==> config.mk <==
export PLATFORM = sky130hd
export DESIGN_NAME = count_sequencer_flat
export DESIGN_NICKNAME = d
export VERILOG_FILES = /design/src/rtl/count_sequencer_pkg.sv /design/src/rtl/count_sequencer_if.sv /design/src/rtl/count_sequencer_key_debounce.sv /design/src/rtl/count_sequencer.sv /design/src/flat_wrapper.sv
export SDC_FILE = /design/constraint.sdc
export NUM_CORES = 1
export LEC_CHECK = 0
export ABC_AREA = 1
export BUFFER_PORTS_ARGS = -buffer_cell sky130_fd_sc_hd__buf_2
export CAP_MARGIN = 20
export CORE_UTILIZATION = 55
export DETAILED_ROUTE_END_ITERATION = 16
export GPL_TIMING_DRIVEN = 1
export HOLD_SLACK_MARGIN = 0.03
export PLACE_DENSITY = 0.83
export SYNTH_ARGS = -nofsm -noshare
export SYNTH_HDL_FRONTEND = slang
export SYNTH_SLANG_ARGS = --single-unit
==> constraint.sdc <==
create_clock -name clk -period 1.75 [get_ports clk]
set_clock_uncertainty 0.2 [all_clocks]
set_input_delay 0.35 -clock clk [delete_from_list [all_inputs] [get_ports clk]]
set_output_delay 0.35 -clock clk [all_outputs]
set_load 0.1 [all_outputs]
==> src/rtl/count_sequencer_pkg.sv <==
// Shared types for the run/pause/load count sequencer: state encoding and the
// start-button transition map.
package count_sequencer_pkg;

  typedef enum logic [1:0] {
    ST_IDLE  = 2'b00,
    ST_RUN   = 2'b01,
    ST_PAUSE = 2'b10,
    ST_DONE  = 2'b11
  } state_e;

  // DONE is sticky against start; only a load leaves it.
  function automatic state_e start_next(input state_e s);
    case (s)
      ST_IDLE:  return ST_RUN;
      ST_RUN:   return ST_PAUSE;
      ST_PAUSE: return ST_RUN;
      default:  return ST_DONE;
    endcase
  endfunction

endpackage

==> src/rtl/count_sequencer_if.sv <==
// Key/switch inputs, counter feedback and strobe/status outputs of the count sequencer.
interface count_sequencer_if #(
  parameter int WIDTH = 4
);
  import count_sequencer_pkg::*;

  logic             key_start_n;
  logic             key_load_n;
  logic [WIDTH-1:0] limit;
  logic [WIDTH-1:0] q;
  logic             cnt_load;
  logic             cnt_en;
  logic             busy;
  logic             done;
  state_e           state;

  modport master (
    output key_start_n, key_load_n, limit, q,
    input  cnt_load, cnt_en, busy, done, state
  );

  modport slave (
    input  key_start_n, key_load_n, limit, q,
    output cnt_load, cnt_en, busy, done, state
  );

endinterface

==> src/rtl/count_sequencer_key_debounce.sv <==
// Push-button conditioner: 2-flop synchroniser, symmetric stability counter and a
// single-cycle pulse when a press is accepted.
module count_sequencer_key_debounce #(
  parameter int DEBOUNCE = 500000
) (
  input  logic clk,
  input  logic rst_n,
  input  logic key_n,
  output logic press_p
);
  localparam int            CW       = $clog2(DEBOUNCE + 1);
  localparam logic [CW-1:0] CNT_LAST = CW'(DEBOUNCE - 1);

  logic          sync1_q, sync2_q;
  logic          level_q, level_d;
  logic [CW-1:0] cnt_q, cnt_d;
  logic          press_q, press_d;

  // Counter only runs while the synchronised key disagrees with the accepted level.
  always_comb begin
    level_d = level_q;
    cnt_d   = '0;
    press_d = 1'b0;
    if (sync2_q != level_q) begin
      if (cnt_q == CNT_LAST) begin
        level_d = sync2_q;
        press_d = ~sync2_q;
      end else begin
        cnt_d = cnt_q + 1'b1;
      end
    end
  end

  always_ff @(posedge clk) begin
    if (!rst_n) begin
      sync1_q <= 1'b1;
      sync2_q <= 1'b1;
      level_q <= 1'b1;
      cnt_q   <= '0;
      press_q <= 1'b0;
    end else begin
      sync1_q <= key_n;
      sync2_q <= sync1_q;
      level_q <= level_d;
      cnt_q   <= cnt_d;
      press_q <= press_d;
    end
  end

  assign press_p = press_q;

endmodule

==> src/rtl/count_sequencer.sv <==
// Run/pause/load controller for the loadable up-counter: debounced keys, tick
// prescaler and one-cycle load/increment strobes up to a terminal value.
module count_sequencer
  import count_sequencer_pkg::*;
#(
  parameter int WIDTH    = 4,
  parameter int PRESCALE = 50000000,
  parameter int DEBOUNCE = 500000
) (
  input logic              clk,
  input logic              rst_n,
  count_sequencer_if.slave bus
);
  localparam int            PW         = $clog2(PRESCALE);
  localparam logic [PW-1:0] PRESC_LAST = PW'(PRESCALE - 1);

  logic [1:0]       key_n;
  logic [1:0]       press;
  logic             start_p, load_p;
  state_e           state_q, state_d;
  logic [PW-1:0]    presc_q, presc_d;
  logic             busy_q, done_q;
  logic             cnt_load, cnt_en, tick;
  logic [WIDTH-1:0] q_w, limit_w;

  assign key_n   = {bus.key_load_n, bus.key_start_n};
  assign q_w     = bus.q;
  assign limit_w = bus.limit;

  for (genvar gi = 0; gi < 2; gi++) begin : g_key
    count_sequencer_key_debounce #(
      .DEBOUNCE(DEBOUNCE)
    ) u_deb (
      .clk    (clk),
      .rst_n  (rst_n),
      .key_n  (key_n[gi]),
      .press_p(press[gi])
    );
  end

  assign start_p = press[0];
  assign load_p  = press[1];

  always_comb begin
    state_d  = state_q;
    presc_d  = presc_q;
    cnt_load = 1'b0;
    cnt_en   = 1'b0;
    tick     = (presc_q == PRESC_LAST);
    if (load_p) begin
      cnt_load = 1'b1;
      presc_d  = '0;
      state_d  = ST_IDLE;
    end else begin
      case (state_q)
        ST_RUN: begin
          // The prescaler keeps counting in the cycle a pause is requested.
          presc_d = tick ? '0 : presc_q + 1'b1;
          if (tick && (q_w != limit_w)) cnt_en = 1'b1;
          if (tick && (q_w == limit_w)) state_d = ST_DONE;
          else if (start_p)             state_d = start_next(state_q);
        end
        ST_PAUSE: begin
          if (start_p) state_d = start_next(state_q);
        end
        default: begin
          presc_d = '0;
          if (start_p) state_d = start_next(state_q);
        end
      endcase
    end
    // Strobes are suppressed while reset is asserted so the counter never moves on a reset edge.
    if (!rst_n) begin
      cnt_load = 1'b0;
      cnt_en   = 1'b0;
    end
  end

  always_ff @(posedge clk) begin
    if (!rst_n) begin
      state_q <= ST_IDLE;
      presc_q <= '0;
      busy_q  <= 1'b0;
      done_q  <= 1'b0;
    end else begin
      state_q <= state_d;
      presc_q <= presc_d;
      busy_q  <= (state_d == ST_RUN);
      done_q  <= (state_d == ST_DONE);
    end
  end

  assign bus.cnt_load = cnt_load;
  assign bus.cnt_en   = cnt_en;
  assign bus.busy     = busy_q;
  assign bus.done     = done_q;
  assign bus.state    = state_q;

endmodule

==> src/flat_wrapper.sv <==
// flat-port wrapper written by rule: the top's interface ports become plain ports
module count_sequencer_flat import count_sequencer_pkg::*;
#(
  parameter int WIDTH    = 4,
  parameter int PRESCALE = 50000000,
  parameter int DEBOUNCE = 500000
)
  (clk, rst_n, bus_key_start_n, bus_key_load_n, bus_limit, bus_q, bus_cnt_load, bus_cnt_en, bus_busy, bus_done, bus_state);
  count_sequencer_if #(.WIDTH(WIDTH)) bus_i ();
  input logic clk;
  input logic rst_n;
  input wire logic [$bits(bus_i.key_start_n)-1:0] bus_key_start_n;
  input wire logic [$bits(bus_i.key_load_n)-1:0] bus_key_load_n;
  input wire logic [$bits(bus_i.limit)-1:0] bus_limit;
  input wire logic [$bits(bus_i.q)-1:0] bus_q;
  output wire logic [$bits(bus_i.cnt_load)-1:0] bus_cnt_load;
  output wire logic [$bits(bus_i.cnt_en)-1:0] bus_cnt_en;
  output wire logic [$bits(bus_i.busy)-1:0] bus_busy;
  output wire logic [$bits(bus_i.done)-1:0] bus_done;
  output wire logic [$bits(bus_i.state)-1:0] bus_state;
  assign bus_i.key_start_n = bus_key_start_n;
  assign bus_i.key_load_n = bus_key_load_n;
  assign bus_i.limit = bus_limit;
  assign bus_i.q = bus_q;
  assign bus_cnt_load = bus_i.cnt_load;
  assign bus_cnt_en = bus_i.cnt_en;
  assign bus_busy = bus_i.busy;
  assign bus_done = bus_i.done;
  assign bus_state = bus_i.state;
  count_sequencer #(.WIDTH(WIDTH), .PRESCALE(PRESCALE), .DEBOUNCE(DEBOUNCE)) u_core (.clk(clk), .rst_n(rst_n), .bus(bus_i));
endmodule
# After elaboration in Yosys (flattened, before gate mapping)
# Index checks and enable logic that the tools add are counted.
op_classes:
  add_sub_neg: 3
  n_eq_ne: 11
  mux: 15
  bitwise: 5
  n_reduce_logical: 10
op_table:
  columns: ["cell", "n"]
  rows:
  - ["$pmux 26 s2", 1]
  - ["$add 19x1->19 const B", 2]
  - ["$eq 19x19->1 const B", 2]
  - ["$add 26x1->26 const B", 1]
  - ["$eq 26x26->1 const B", 1]
  - ["$mux 26", 1]
  - ["$mux 2", 6]
  - ["$mux 1", 6]
  - ["$reduce_and 3->1", 2]
  - ["$reduce_or 3->1", 2]
  - ["$not 1->1", 5]
  - ["$eq 2x1->1 const B", 2]
  - ["$eq 2x2->1 const B", 2]
  - ["$eq 4x4->1", 1]
  - ["$ne 4x4->1", 1]
  - ["$pmux 2 s2", 1]
  - ["$reduce_and 2->1", 2]
  - ["$logic_and 1x1->1", 2]
  - ["$logic_not 2->1", 1]
  - ["$ne 1x1->1", 2]
  - ["$reduce_or 2->1", 1]
totals:
  reg_bits: 76
  input_bits: 12
  out_inout_bits: 6
  elab_cells: 58

# Logic depth before layout (Yosys ltp)
logic_depth:
  depth_word: 6
  mapped_depth: 11
  mapped_depth_nobuf: 11

# Hierarchy
# From an unflattened synthesis, not the netlist that was laid out.
hier_totals:
  cells_unflattened: 586
  area_unflattened_um2: 4185.3
by_module_without_submodules:
  columns: ["module", "instances", "cells_per_inst", "area_each_um2", "seq_area_each_um2"]
  rows:
  - ["count_sequencer_key_debounce", 2, 163, 1179.9, 460.4]
  - ["count_sequencer", 1, 260, 1825.5, 600.6]

# Worst setup path after synthesis
# No wires, ideal clock.
synth_path:
  path_kind: "register to output"
  start: "register u_core.state_q[0] (netlist: u_core.bus.state[0])"
  end: "output bus_cnt_en"
  arrival_time_ns: 3.525
  required_time_ns: 1.200
  slack_ns: -2.325
  path_stages_with_launch: 4
  n_path_buf: 0
  path_cell_list: "dfxtp_1 ha_1 nand2_1 nor3_1"
synth_via:
  elab_chain_cells: 4
synth_lines:
  columns: ["item", "line", "text"]
  rows:
  - ["from (decl)", "count_sequencer.sv:20", "state_e state_q, state_d;"]
  - ["from (signal assigned)", "count_sequencer.sv:86", "state_q <= state_d;"]
  - ["$eq 2x1->1", null, null]
  - ["$mux 1", "count_sequencer.sv:55", "case (state_q)"]
  - ["$mux 1", "count_sequencer.sv:50", "if (load_p) begin"]
  - ["$mux 1", "count_sequencer.sv:73", "if (!rst_n) begin"]
  - ["to (decl)", "flat_wrapper.sv:17", "output wire logic [$bits(bus_i.cnt_en)-1:0] bus_cnt_en;"]
# No other way between the ends.

# Worst setup path after layout
layout_path:
  start: "register u_core.presc_q[0]"
  end: "output bus_cnt_en"
layout_via:
  elab_chain_cells: 6
layout_lines:
  columns: ["item", "line", "text"]
  rows:
  - ["from (decl)", "count_sequencer.sv:21", "logic [PW-1:0] presc_q, presc_d;"]
  - ["from (signal assigned)", "count_sequencer.sv:87", "presc_q <= presc_d;"]
  - ["$eq 26x26->1", "count_sequencer.sv:49", "tick = (presc_q == PRESC_LAST);"]
  - ["$logic_and 1x1->1", "count_sequencer.sv:59", "if (tick && (q_w != limit_w)) cnt_en = 1'b1;"]
  - ["$mux 1", "count_sequencer.sv:59", null]
  - ["$mux 1", "count_sequencer.sv:55", null]
  - ["$mux 1", "count_sequencer.sv:50", null]
  - ["$mux 1", "count_sequencer.sv:73", null]
# No other way between the ends.

==> flow_summary.yaml <==
run_status:
  status: "finished with violations"
  violations: "negative setup slack"
timing:
  period_minus_slack_ps: 2380
  timing_worst_slew_pin_value_ps: 469
  finalMaxSlewViolations: 0
  setup_tns_ps: -10630
  final_min_period_over_clock_period: 1.36
  final-setup-viol-count: 31
  achievable-frequency_ghz: 0.421
  final-hold-violation-count: 0
  worst_slew_slack_as_a_fraction_of_its_limit: 0.684
  grt_setup_unrepaired: "true"
  finalWorstSetupSlack_ps: -627
clock_tree:
  worst_skew_pair.late_latency_ps: 370
  tritoncts: "done"
  cts.clk_slew.worst_paths_ps: 80
  cts-buffers-inserted: 9
  cts_max_path_buffers: 2
  root_buffer: "clkbuf_8"
  cts.sinks: 76
  cts_htree_levels: 3
synthesis:
  synth_top_cell_area_share: 0.382
  ys_dominant_reg_cell: "dfxtp_1"
  postSynthCellCount: 559
  asyncSetResetFlopFracSynth: 0
  syn-num-nets: 577
  syn_area_sq_um: 3980
  ys_top_cells_by_area: "dfxtp_1 38%, nand2_1 10%, nor2_1 7.3%, inv_1 6.0%, nand3_1 4.5%"
  synthDistinctLibCells: 39
  synth-warning-count: 0
  proportion_of_synthesized_chip_area_in_sequential_cells: 0.382
  netlist.top_cell.by_area: "dfxtp_1"
  synthesized_flop_and_latch_total: 76
  synth-edff-count: 0
  avgSynthCellArea_sq_um: 7.12
drt:
  wl_met3_mm: 1.08
  topRoutingLayerUsed: "met4"
  routed_wire_length_per_instance_um: 17.1
  drtAntennaViolNets: 0
  drt_iter0_drc: 270
  post-route-drc-count: 0
  totalWireLength_mm: 13.0
  viasPerCell: 5.77
  routedLengthMet1_mm: 4.55
  firstDrtPassIters: 9
  route.vias.total: 4397
  detailroute.wirelength.met2_mm: 6.53
power:
  swShare: 0.268
  cell_pwr_density_nw_per_um2: 612
  clock_power_share: 0.396
  p_seq_frac: 0.514
  worst_ir_drop_vdd_mv: 0.549
  total_switching_power_mw: 0.913
  share_comb_of_total_power: 0.090
  p_int_mw: 2.49
  power.static_leakage_nw: 2.15
worst_setup_path:
  worstPathArrival_ps: 1830
  timing.critical_path.slowest_cell_delay_ps: 360
  timing.setup.critical_path_class: "flip-flop to output port"
  slowest_stage: "dfxtp_2"
  crit_path_end_kind: "output port"
  worstPathCellList: "ha_4 -> nand2_4 -> nor2_4 -> inv_2 -> nor4_2 -> nand4_1 -> nor3_4 -> buf_12"
  path_max_fanout: 2
  critPathLaunchType: "flip-flop"
  worst-endpoint-required_ps: 1200
grt:
  first_global_vias: 4271
  gr-usage-all-layers: 0.319
  remaining_global_route_overflow: 0
  grt_antenna_before_repair: 0
  grt_start_max_net_pins: 18
  grt_first_pass_wirelength_mm: 18.6
floorplan:
  die_height_um: 87.1
  design.portCount: 18
  rows: 30
  initial_core_util: 0.576
  coreArea_sq_um: 6910
  die_w_um: 87.1
  floorplan.die_area_sq_um: 7580
flow_run:
  maxCapViolations: 0
place:
  globalplace.congestion: 0.944
  place.port_buffers: 17
  post-dp-hpwl_mm: 6.66
  placedCellCount: 726
cells_and_area:
  final_cells: 762
  area_overhead_of_the_layout_relative_to_synthesis_pct: 39.6
  antenna_cells: 0
  nNetsFinal: 679
  drive_gt1_frac: 0.387
  most-common-layout-cells: "93 x nand2_1, 70 x buf_4, 60 x inv_1"
  mostFrequentLayoutCell: "nand2_1"
hold_path:
  hp-class: "primary input to flip-flop"
-- flip-flops by register name, indices dropped and copies added (netlist names) --
signal,count
u_core.g_key.u_deb.press_p,2
u_core.g_key.u_deb.sync1_q,2
u_core.g_key.u_deb.cnt_q,38
u_core.g_key.u_deb.level_q,2
u_core.bus.state,2
u_core.bus.busy,1
u_core.bus.done,1
u_core.presc_q,26
u_core.g_key.u_deb.sync2_q,2
-- timing repair --
| action | in CTS | in global routing |
|---|---|---|
| endpoints found under the hold margin | 2 | 0 |
| setup buffers | 4 | 10 |
| hold buffers | 2 | 0 |
| pin swaps | 36 | 30 |
| gates cloned | 3 | 2 |
| endpoints found under the setup margin | 52 | 70 |
| resized for setup | 46 | 85 |
-- stage by stage --
step           utilization  total power, mW  hold WS [ps]  setup WS, ps  area, sq um
3_3_place_gp         0.675             1.97           195          -272         4660
5_1_grt              0.804             3.48           128          -722         5550
2_1_floorplan            -             1.92           193          -685         4010
3_5_place_dp         0.675             1.98           201          -321         4660
6_report             0.804             3.40           129          -627         5550
4_1_cts              0.742             3.33           117          -523         5130
-- worst paths after layout --
kind / from / endpoint / slack, ps / cells after the start
setup / recovery: u_core.presc_q[0] / bus_cnt_en / -630 / 8
hold / removal: rst_n / u_core.g_key[1].u_deb.level_q / 130 / 3
setup reg to reg: u_core.presc_q[0] / u_core.presc_q[10] / -460 / 13
hold reg to reg: u_core.g_key[1].u_deb.sync1_q / u_core.g_key[1].u_deb.sync2_q / 220 / 1
-- cell families after synthesis --
logic type / after synthesis / synth area share
AO/OA/AOI/OAI: 49 / 0.0689
flip-flops: 76 / 0.382
XOR/XNOR: 22 / 0.0484
AND/OR/NAND/NOR: 320 / 0.393
buffers and inverters: 86 / 0.0880
adder cells (fa/ha/maj): 6 / 0.0189
-- power groups by stage --
stage	Combinational (mW)	Clock, mW	Sequential [mW]
finish	0.306	1.35	1.75
global route	0.320	1.41	1.75
CTS	0.248	1.33	1.75
detailed placement	0.192	0	1.79
global placement	0.185	0	1.78
floorplan	0.109	0	1.81
-- metal layers --
| layer | vias up | GRT usage |
|---|---|---|
| li1 | 2011 | - |
| met1 | 2013 | 0.320 |
| met2 | 276 | 0.579 |
| met3 | 97 | 0.0976 |
| met4 | 0 | 0.191 |
| met5 | - | 0 |
-- cell usage after synthesis, drive strengths merged (3+ instances only) --
library cell / instances
nand2: 120
nor2: 89
inv: 79
dfxtp: 76
nand3: 37
nor3: 30
a21oi: 28
nand4: 18
xor2: 15
o21ai: 11
nor4: 10
or2: 9
xnor2: 7
ha: 6
buf: 5
nor3b: 4
o21bai: 3
-- critical path, delay by kind of cell, from the launching register on --
kind,cells,cell delay (ps)
adder cells (fa/ha/maj),1,150
flip-flops,1,360
buffers and inverters,2,260
AND/OR/NAND/NOR,5,680
-- layout make-up --
cell class	instances	area [sq um]
clock buffer	9	124
clock inverter	7	66.3
fill	385	1350
inverter	79	299
multi-input combinational	400	2620
sequential	76	1550
tap	96	120
timing repair buffer	95	771
Note: power is estimated with default switching activity, not from simulation.
